$ cat src/rtl/vga_fb_pkg.sv
// Shared types and constants for the VGA framebuffer AXI4 slave.
package vga_fb_pkg;

  typedef enum logic [1:0] {
    IDLE  = 2'd0,
    RD    = 2'd1,
    WD    = 2'd2,
    WRESP = 2'd3
  } fb_state_e;

  localparam logic [1:0]  RESP_OKAY     = 2'b00;
  localparam int unsigned BEAT_BYTES    = 8;
  localparam int unsigned BEAT_SHIFT    = $clog2(BEAT_BYTES);
  localparam logic [7:0]  VGA_BURST_LEN = 8'd199;

  function automatic logic [63:0] strb_to_mask(input logic [7:0] strb);
    logic [63:0] mask;
    mask = '0;
    for (int unsigned i = 0; i < 8; i++) begin
      mask[8*i +: 8] = {8{strb[i]}};
    end
    return mask;
  endfunction

endpackage

$ cat src/rtl/fb_rd_fifo.sv
// Two-entry 64-bit read-return FIFO; async active-low clear empties it.
module fb_rd_fifo (
  input  logic        clk,
  input  logic        rst_n,
  input  logic        i_push,
  input  logic        i_pop,
  input  logic [63:0] i_data,
  output logic [63:0] o_data,
  output logic [1:0]  o_count
);

  logic [63:0] r_mem [2];
  logic        r_wr_ptr;
  logic        r_rd_ptr;
  logic [1:0]  r_count;

  always_ff @(posedge clk or negedge rst_n) begin
    if (!rst_n) begin
      r_mem[0] <= '0;
      r_mem[1] <= '0;
      r_wr_ptr <= 1'b0;
      r_rd_ptr <= 1'b0;
      r_count  <= '0;
    end else begin
      if (i_push) begin
        r_mem[r_wr_ptr] <= i_data;
        r_wr_ptr        <= ~r_wr_ptr;
      end
      if (i_pop) begin
        r_rd_ptr <= ~r_rd_ptr;
      end
      r_count <= r_count + {1'b0, i_push} - {1'b0, i_pop};
    end
  end

  assign o_data  = r_mem[r_rd_ptr];
  assign o_count = r_count;

endmodule

$ cat src/rtl/vga_fb_slave.sv
// AXI4 slave fronting the framebuffer SRAM: streaming INCR reads for the VGA
// line fetch and strobed burst writes from the CPU, one transaction at a time.
module vga_fb_slave
  import vga_fb_pkg::*;
#(
  parameter int unsigned MEM_AW  = 18,
  parameter int unsigned BASE_AW = 21
) (
  input  logic              clock,
  input  logic              resetn,
  input  logic              io_slave_awvalid,
  input  logic [31:0]       io_slave_awaddr,
  input  logic [3:0]        io_slave_awid,
  input  logic [7:0]        io_slave_awlen,
  input  logic [2:0]        io_slave_awsize,
  input  logic [1:0]        io_slave_awburst,
  output logic              io_slave_awready,
  input  logic              io_slave_wvalid,
  input  logic [63:0]       io_slave_wdata,
  input  logic [7:0]        io_slave_wstrb,
  input  logic              io_slave_wlast,
  output logic              io_slave_wready,
  output logic              io_slave_bvalid,
  output logic [1:0]        io_slave_bresp,
  output logic [3:0]        io_slave_bid,
  input  logic              io_slave_bready,
  input  logic              io_slave_arvalid,
  input  logic [31:0]       io_slave_araddr,
  input  logic [3:0]        io_slave_arid,
  input  logic [7:0]        io_slave_arlen,
  input  logic [2:0]        io_slave_arsize,
  input  logic [1:0]        io_slave_arburst,
  output logic              io_slave_arready,
  output logic              io_slave_rvalid,
  output logic [1:0]        io_slave_rresp,
  output logic [63:0]       io_slave_rdata,
  output logic              io_slave_rlast,
  output logic [3:0]        io_slave_rid,
  input  logic              io_slave_rready,
  output logic              mem_cen,
  output logic              mem_wen,
  output logic [MEM_AW-1:0] mem_addr,
  output logic [63:0]       mem_wdata,
  output logic [63:0]       mem_wmask,
  input  logic [63:0]       mem_rdata
);

  fb_state_e          r_state, w_state_nxt;
  logic               r_prio_rd;
  logic [3:0]         r_id;
  logic [7:0]         r_len;
  logic [MEM_AW-1:0]  r_addr;
  logic [8:0]         r_iss;
  logic [7:0]         r_ret;
  logic               r_inflight;

  logic [BASE_AW-1:0] w_ar_off, w_aw_off;
  logic [MEM_AW-1:0]  w_ar_word, w_aw_word;
  logic               w_idle, w_arready, w_awready;
  logic [1:0]         w_fifo_count, w_occ;
  logic [63:0]        w_fifo_data;
  logic               w_rvalid, w_rlast, w_r_hs, w_rd_issue;
  logic               w_unused;

  assign w_ar_off  = io_slave_araddr[BASE_AW-1:0];
  assign w_aw_off  = io_slave_awaddr[BASE_AW-1:0];
  assign w_ar_word = w_ar_off[MEM_AW+BEAT_SHIFT-1:BEAT_SHIFT];
  assign w_aw_word = w_aw_off[MEM_AW+BEAT_SHIFT-1:BEAT_SHIFT];

  assign w_idle    = (r_state == IDLE) & resetn;
  assign w_arready = w_idle & io_slave_arvalid & (r_prio_rd | ~io_slave_awvalid);
  assign w_awready = w_idle & io_slave_awvalid & ~w_arready;

  assign w_rvalid   = (w_fifo_count != '0);
  assign w_r_hs     = w_rvalid & io_slave_rready;
  assign w_rlast    = w_rvalid & (r_ret == r_len);
  assign w_occ      = w_fifo_count + {1'b0, r_inflight};
  // A beat popped this cycle frees its slot, so issue may refill it at once.
  assign w_rd_issue = (r_state == RD) & (r_iss <= {1'b0, r_len}) &
                      ((w_occ < 2'd2) | w_r_hs);

  always_comb begin
    w_state_nxt = r_state;
    mem_cen     = 1'b0;
    mem_wen     = 1'b0;
    mem_addr    = '0;
    mem_wdata   = '0;
    mem_wmask   = '0;
    case (r_state)
      IDLE: begin
        // Beat 0 is read during the AR handshake so rvalid rises two cycles later.
        if (w_arready) begin
          w_state_nxt = RD;
          mem_cen     = 1'b1;
          mem_addr    = w_ar_word;
        end else if (w_awready) begin
          w_state_nxt = WD;
        end
      end
      RD: begin
        mem_addr = r_addr;
        mem_cen  = w_rd_issue;
        if (w_r_hs && w_rlast) w_state_nxt = IDLE;
      end
      WD: begin
        mem_addr = r_addr;
        if (io_slave_wvalid) begin
          mem_cen   = 1'b1;
          mem_wen   = 1'b1;
          mem_wdata = io_slave_wdata;
          mem_wmask = strb_to_mask(io_slave_wstrb);
          if (io_slave_wlast) w_state_nxt = WRESP;
        end
      end
      WRESP: begin
        if (io_slave_bready) w_state_nxt = IDLE;
      end
      default: w_state_nxt = IDLE;
    endcase
  end

  always_ff @(posedge clock or negedge resetn) begin
    if (!resetn) begin
      r_state    <= IDLE;
      r_prio_rd  <= 1'b1;
      r_id       <= '0;
      r_len      <= '0;
      r_addr     <= '0;
      r_iss      <= '0;
      r_ret      <= '0;
      r_inflight <= 1'b0;
    end else begin
      r_state    <= w_state_nxt;
      r_inflight <= w_arready | w_rd_issue;
      case (r_state)
        IDLE: begin
          if (w_arready) begin
            r_prio_rd <= 1'b0;
            r_id      <= io_slave_arid;
            r_len     <= io_slave_arlen;
            r_addr    <= w_ar_word + MEM_AW'(1);
            r_iss     <= 9'd1;
            r_ret     <= '0;
          end else if (w_awready) begin
            r_prio_rd <= 1'b1;
            r_id      <= io_slave_awid;
            r_addr    <= w_aw_word;
          end
        end
        RD: begin
          if (w_rd_issue) begin
            r_addr <= r_addr + MEM_AW'(1);
            r_iss  <= r_iss + 9'd1;
          end
          if (w_r_hs) r_ret <= r_ret + 8'd1;
        end
        WD: begin
          if (io_slave_wvalid) r_addr <= r_addr + MEM_AW'(1);
        end
        default: ;
      endcase
    end
  end

  fb_rd_fifo u_rd_fifo (
    .clk     (clock),
    .rst_n   (resetn),
    .i_push  (r_inflight),
    .i_pop   (w_r_hs),
    .i_data  (mem_rdata),
    .o_data  (w_fifo_data),
    .o_count (w_fifo_count)
  );

  assign io_slave_arready = w_arready;
  assign io_slave_awready = w_awready;
  assign io_slave_wready  = (r_state == WD);
  assign io_slave_bvalid  = (r_state == WRESP);
  assign io_slave_bresp   = RESP_OKAY;
  assign io_slave_bid     = r_id;
  assign io_slave_rvalid  = w_rvalid;
  assign io_slave_rdata   = w_fifo_data;
  assign io_slave_rresp   = RESP_OKAY;
  assign io_slave_rlast   = w_rlast;
  assign io_slave_rid     = r_id;

  assign w_unused = ^{io_slave_awlen, io_slave_awsize, io_slave_awburst,
                      io_slave_arsize, io_slave_arburst,
                      io_slave_araddr[31:BASE_AW], io_slave_awaddr[31:BASE_AW],
                      w_ar_off[BEAT_SHIFT-1:0], w_aw_off[BEAT_SHIFT-1:0]};

endmodule
$ cat config.mk
export PLATFORM = sky130hd
export DESIGN_NAME = vga_fb_slave
export DESIGN_NICKNAME = d
export VERILOG_FILES = /design/src/rtl/vga_fb_pkg.sv /design/src/rtl/fb_rd_fifo.sv /design/src/rtl/vga_fb_slave.sv
export SDC_FILE = /design/constraint.sdc
export NUM_CORES = 1
export LEC_CHECK = 0
export CAP_MARGIN = 20
export CORE_ASPECT_RATIO = 0.8
export CORE_UTILIZATION = 25
export CTS_CLUSTER_SIZE = 16
export DETAILED_ROUTE_END_ITERATION = 12
export PLACE_DENSITY = 0.53
export SLEW_MARGIN = 20
export SYNTH_ARGS = -nofsm -noshare
export SYNTH_HDL_FRONTEND = slang
export SYNTH_SLANG_ARGS = --single-unit
$ cat constraint.sdc
create_clock -name clock -period 3.8 [get_ports clock]
set_clock_uncertainty 0.15 [all_clocks]
set_input_delay 0.76 -clock clock [delete_from_list [all_inputs] [get_ports clock]]
set_output_delay 0.76 -clock clock [all_outputs]
set_load 0.005 [all_outputs]
==> out/metrics.cfg <==
[outcome]
status = finished, final reports clean

[logic_synthesis]
syn_area_per_cell_um2 = 10.7
synthDistinctLibCells = 69
synthMuxAreaShare_pct = 21.0
synth_top_family_by_area = multiplexers
synth-adder-area-share_pct = 2.36
synth-seq-area-share_pct = 43.2
yosysWarnings = 0
synth_xor_area_share_pct = 2.56
ys_ff_latch = 183
synth_compound_area_share_pct = 9.45
synth_edf_count = 0
synth_area_um2 = 10600
synthSimpleGateAreaFrac_pct = 13.5
ys_async_sr_fraction_pct = 100
synth-main-ff-cell = dfrtp_1
syn_inst = 986

[timing]
slew_violations = 0
slew_headroom_pct = 35.7
worst_slack_ns = 0.176
finalSetupViolations = 0
clock.fmax_mhz = 276
final_hold_viol_count = 0
rsz0062_at_grt = false
tightest_slew_ns = 0.964
fin_setup_tns_ns = 0
timing.final.crit_share_pct = 95.4
fin_crit_ns = 3.62

[setup_path]
cp_max_fo = 24
crit_chain = inv_1, ha_2, buf_4, nand2_1, a21oi_1, clkdlybuf4s50_1
cp_num_buf_inv = 3
reg2reg_to = r_addr[13]$_DFFE_PN0P_
path_class = reg -> out
cp-end-kind = primary output
r2r_cells = 10
critical_path.top_delay_family = buffers and inverters
r2r_start = r_state[1]$_DFFE_PN0P_
critPathLaunchType = flop
slowest_delay_ns = 0.63
r2r_slack_ns = 0.89
crit_required_ns = 2.89
crit_path_top_delay_cell = ha_2
arrival_ns = 2.71

[cts]
h-tree-depth = 4
cts_buffer_depth = 2
root_buffer = clkbuf_16
cts_tree = done
path_clk_slew_ns = 0.07
post-cts-setup-buffers = 0
tritoncts.num_buffers = 17
clock_sink_count = 183
clkLatencyLatePin_ns = 0.45

[power]
irDropWorstVdd_uv = 312
intPower_w = 0.00782
p_sw_w = 0.00410
p_clk_share_pct = 15.6
p_comb_share_pct = 55.2
sequentialPowerShare_pct = 29.2
p_sw_share_pct = 34.4
powerDensity_nw_per_um2 = 759
power.leakage_nw = 6.44

[detailed_routing]
wl_met2_mm = 16.9
wl_met1_mm = 15.3
via_per_inst = 4.64
num_vias = 8795
routed_wl_mm = 35.3
wire_per_inst_um = 18.6
postRouteAntennaNets = 0
first_pass_iters = 4
topRoutingLayerUsed = met4
drc = 0
drt_iter0_markers = 416
wl_met3_mm = 2.61

[global_route]
first_global_vias = 8846
gr-total-overflow = 0
grt_antenna_before_repair = 0
grt_max_degree = 173
grt_usage_pct = 16.1
grt_pass1_wl_mm = 53.1

[floorplan]
die_h_um = 186
die-area_um2 = 43200
coreArea_um2 = 41800
die_w_um = 232
io_pins = 472
num_rows = 67
start_util_pct = 25.3

[worst_hold_path]
min_path_type = in -> async

[placed_design]
dp_slack_ns = 0.0978
gp_congestion = 0.823
placed_area_um2 = 15100
dpl.hpwl_mm = 26.4
port_buffers = 421

[cells_and_area]
antenna_cells = 0
areaGrowthSynthToFinish_pct = 48.2
mostFrequentLayoutCells = clkdlybuf4s50_1, mux2_2, dfrtp_1, and3_1, nand2_1
final_layout_size_suffix_gt1_share_pct = 20.7
final_nets = 1595
stdcell_area_um2 = 15700
final_common_cell = clkdlybuf4s50_1

[run]
drv_cap = 0

[metal layers]
layer	vias to the layer above	track usage [%]
met5	-	0
met3	23	5.28
met4	0	3.87
li1	4180	-
met2	276	26.8
met1	4316	20.1
[per-stage QoR]
stage               cells  utilization (%)  hold WS, ns  power (W)
CTS                  1897             37.4        0.120     0.0121
floorplan             989                -        0.313    0.00701
global route         1897             37.5        0.126     0.0128
detailed placement   1865             36.0        0.339     0.0101
finish               1897             37.5        0.155     0.0119
global placement     1865             36.0        0.331     0.0100
[cell type report]
type	instances	area [um2]
clock buffers	19	433
clock inverters	12	170
fillers	4082	26100
inverters	27	101
multi-input cells	655	5230
flip-flops and latches	183	4580
well taps	552	691
repair buffers	449	4490
[Yosys cell counts (all sizes together) (3+ instances only)]
cell | count | area share, %
clkbuf | 47 | 1.7
inv | 27 | 0.96
mux2i | 6 | 0.57
nor2 | 47 | 1.7
and2 | 3 | 0.18
a31oi | 5 | 0.30
a211oi | 5 | 0.40
nand2 | 55 | 2.0
o21ai | 25 | 1.2
a222oi | 5 | 0.47
a22oi | 11 | 0.78
and3 | 82 | 4.8
o21a | 4 | 0.28
dfrtp | 182 | 43
nand3b | 3 | 0.21
nor2b | 5 | 0.30
nand3 | 26 | 1.3
nand2b | 4 | 0.24
a21boi | 3 | 0.21
a21oi | 30 | 1.4
ha | 20 | 2.4
a211o | 7 | 0.66
nor3 | 12 | 0.61
nor3b | 4 | 0.28
o211ai | 4 | 0.28
nor4b | 3 | 0.25
a2111oi | 6 | 1.0
a21o | 4 | 0.28
nand4 | 10 | 0.59
a22o | 6 | 0.50
or3 | 3 | 0.18
xnor2 | 23 | 1.9
mux2 | 192 | 20
and4 | 3 | 0.25
nor4 | 3 | 0.18
xor2 | 8 | 0.66
buf | 77 | 5.3
[worst max path at each step]
stage | from | end | slack [ns] | depth (start not counted)
detailed placement | io_slave_rready | mem_cen | 0.1 | 6
global route | r_state[1]$_DFFE_PN0P_ | mem_addr[6] | 0.007 | 6
global placement | io_slave_rready | mem_cen | 0.12 | 6
CTS | r_state[0]$_DFFE_PN0P_ | mem_addr[0] | 0.08 | 9
floorplan | r_state[0]$_DFFE_PN0P_ | mem_addr[6] | 0.84 | 10
finish | r_state[1]$_DFFE_PN0P_ | mem_addr[6] | 0.18 | 6
[cells by family after synthesis]
logic type | count (synthesis)
AOI/OAI and AO/OA | 133
xor gates and xnor gates | 31
adders and majority gates | 20
buffers and inverters | 151
DFF | 183
muxes | 198
other | 1
and+or+nand+nor | 269
[registers in the layout, indices dropped and copies added (netlist names), 2 cells and up]
name / flops
r_addr: 18
r_iss: 9
io_slave_bid: 4
r_state: 2
r_len: 8
u_rd_fifo.o_count: 2
r_ret: 8
u_rd_fifo.r_mem: 128
[what timing repair did]
| item | 4_1_cts | 5_1_grt |
|---|---|---|
| hold buffers | 1 | 0 |
| cloned | 0 | 0 |
| gates resized for setup | 1 | 6 |
| endpoints found under the hold margin | 10 | 0 |
| endpoints found under the setup margin | 1 | 26 |
[power groups by stage]
| stage | clock, W | sequential, W | combinational (W) |
|---|---|---|---|
| after floorplan | 0 | 0.00327 | 0.00373 |
| after global placement | 0 | 0.00347 | 0.00656 |
| after detailed placement | 0 | 0.00351 | 0.00660 |
| after CTS | 0.00194 | 0.00348 | 0.00664 |
| after global routing | 0.00200 | 0.00361 | 0.00716 |
| final | 0.00186 | 0.00348 | 0.00657 |
Note: power is estimated with default switching activity, not from simulation.
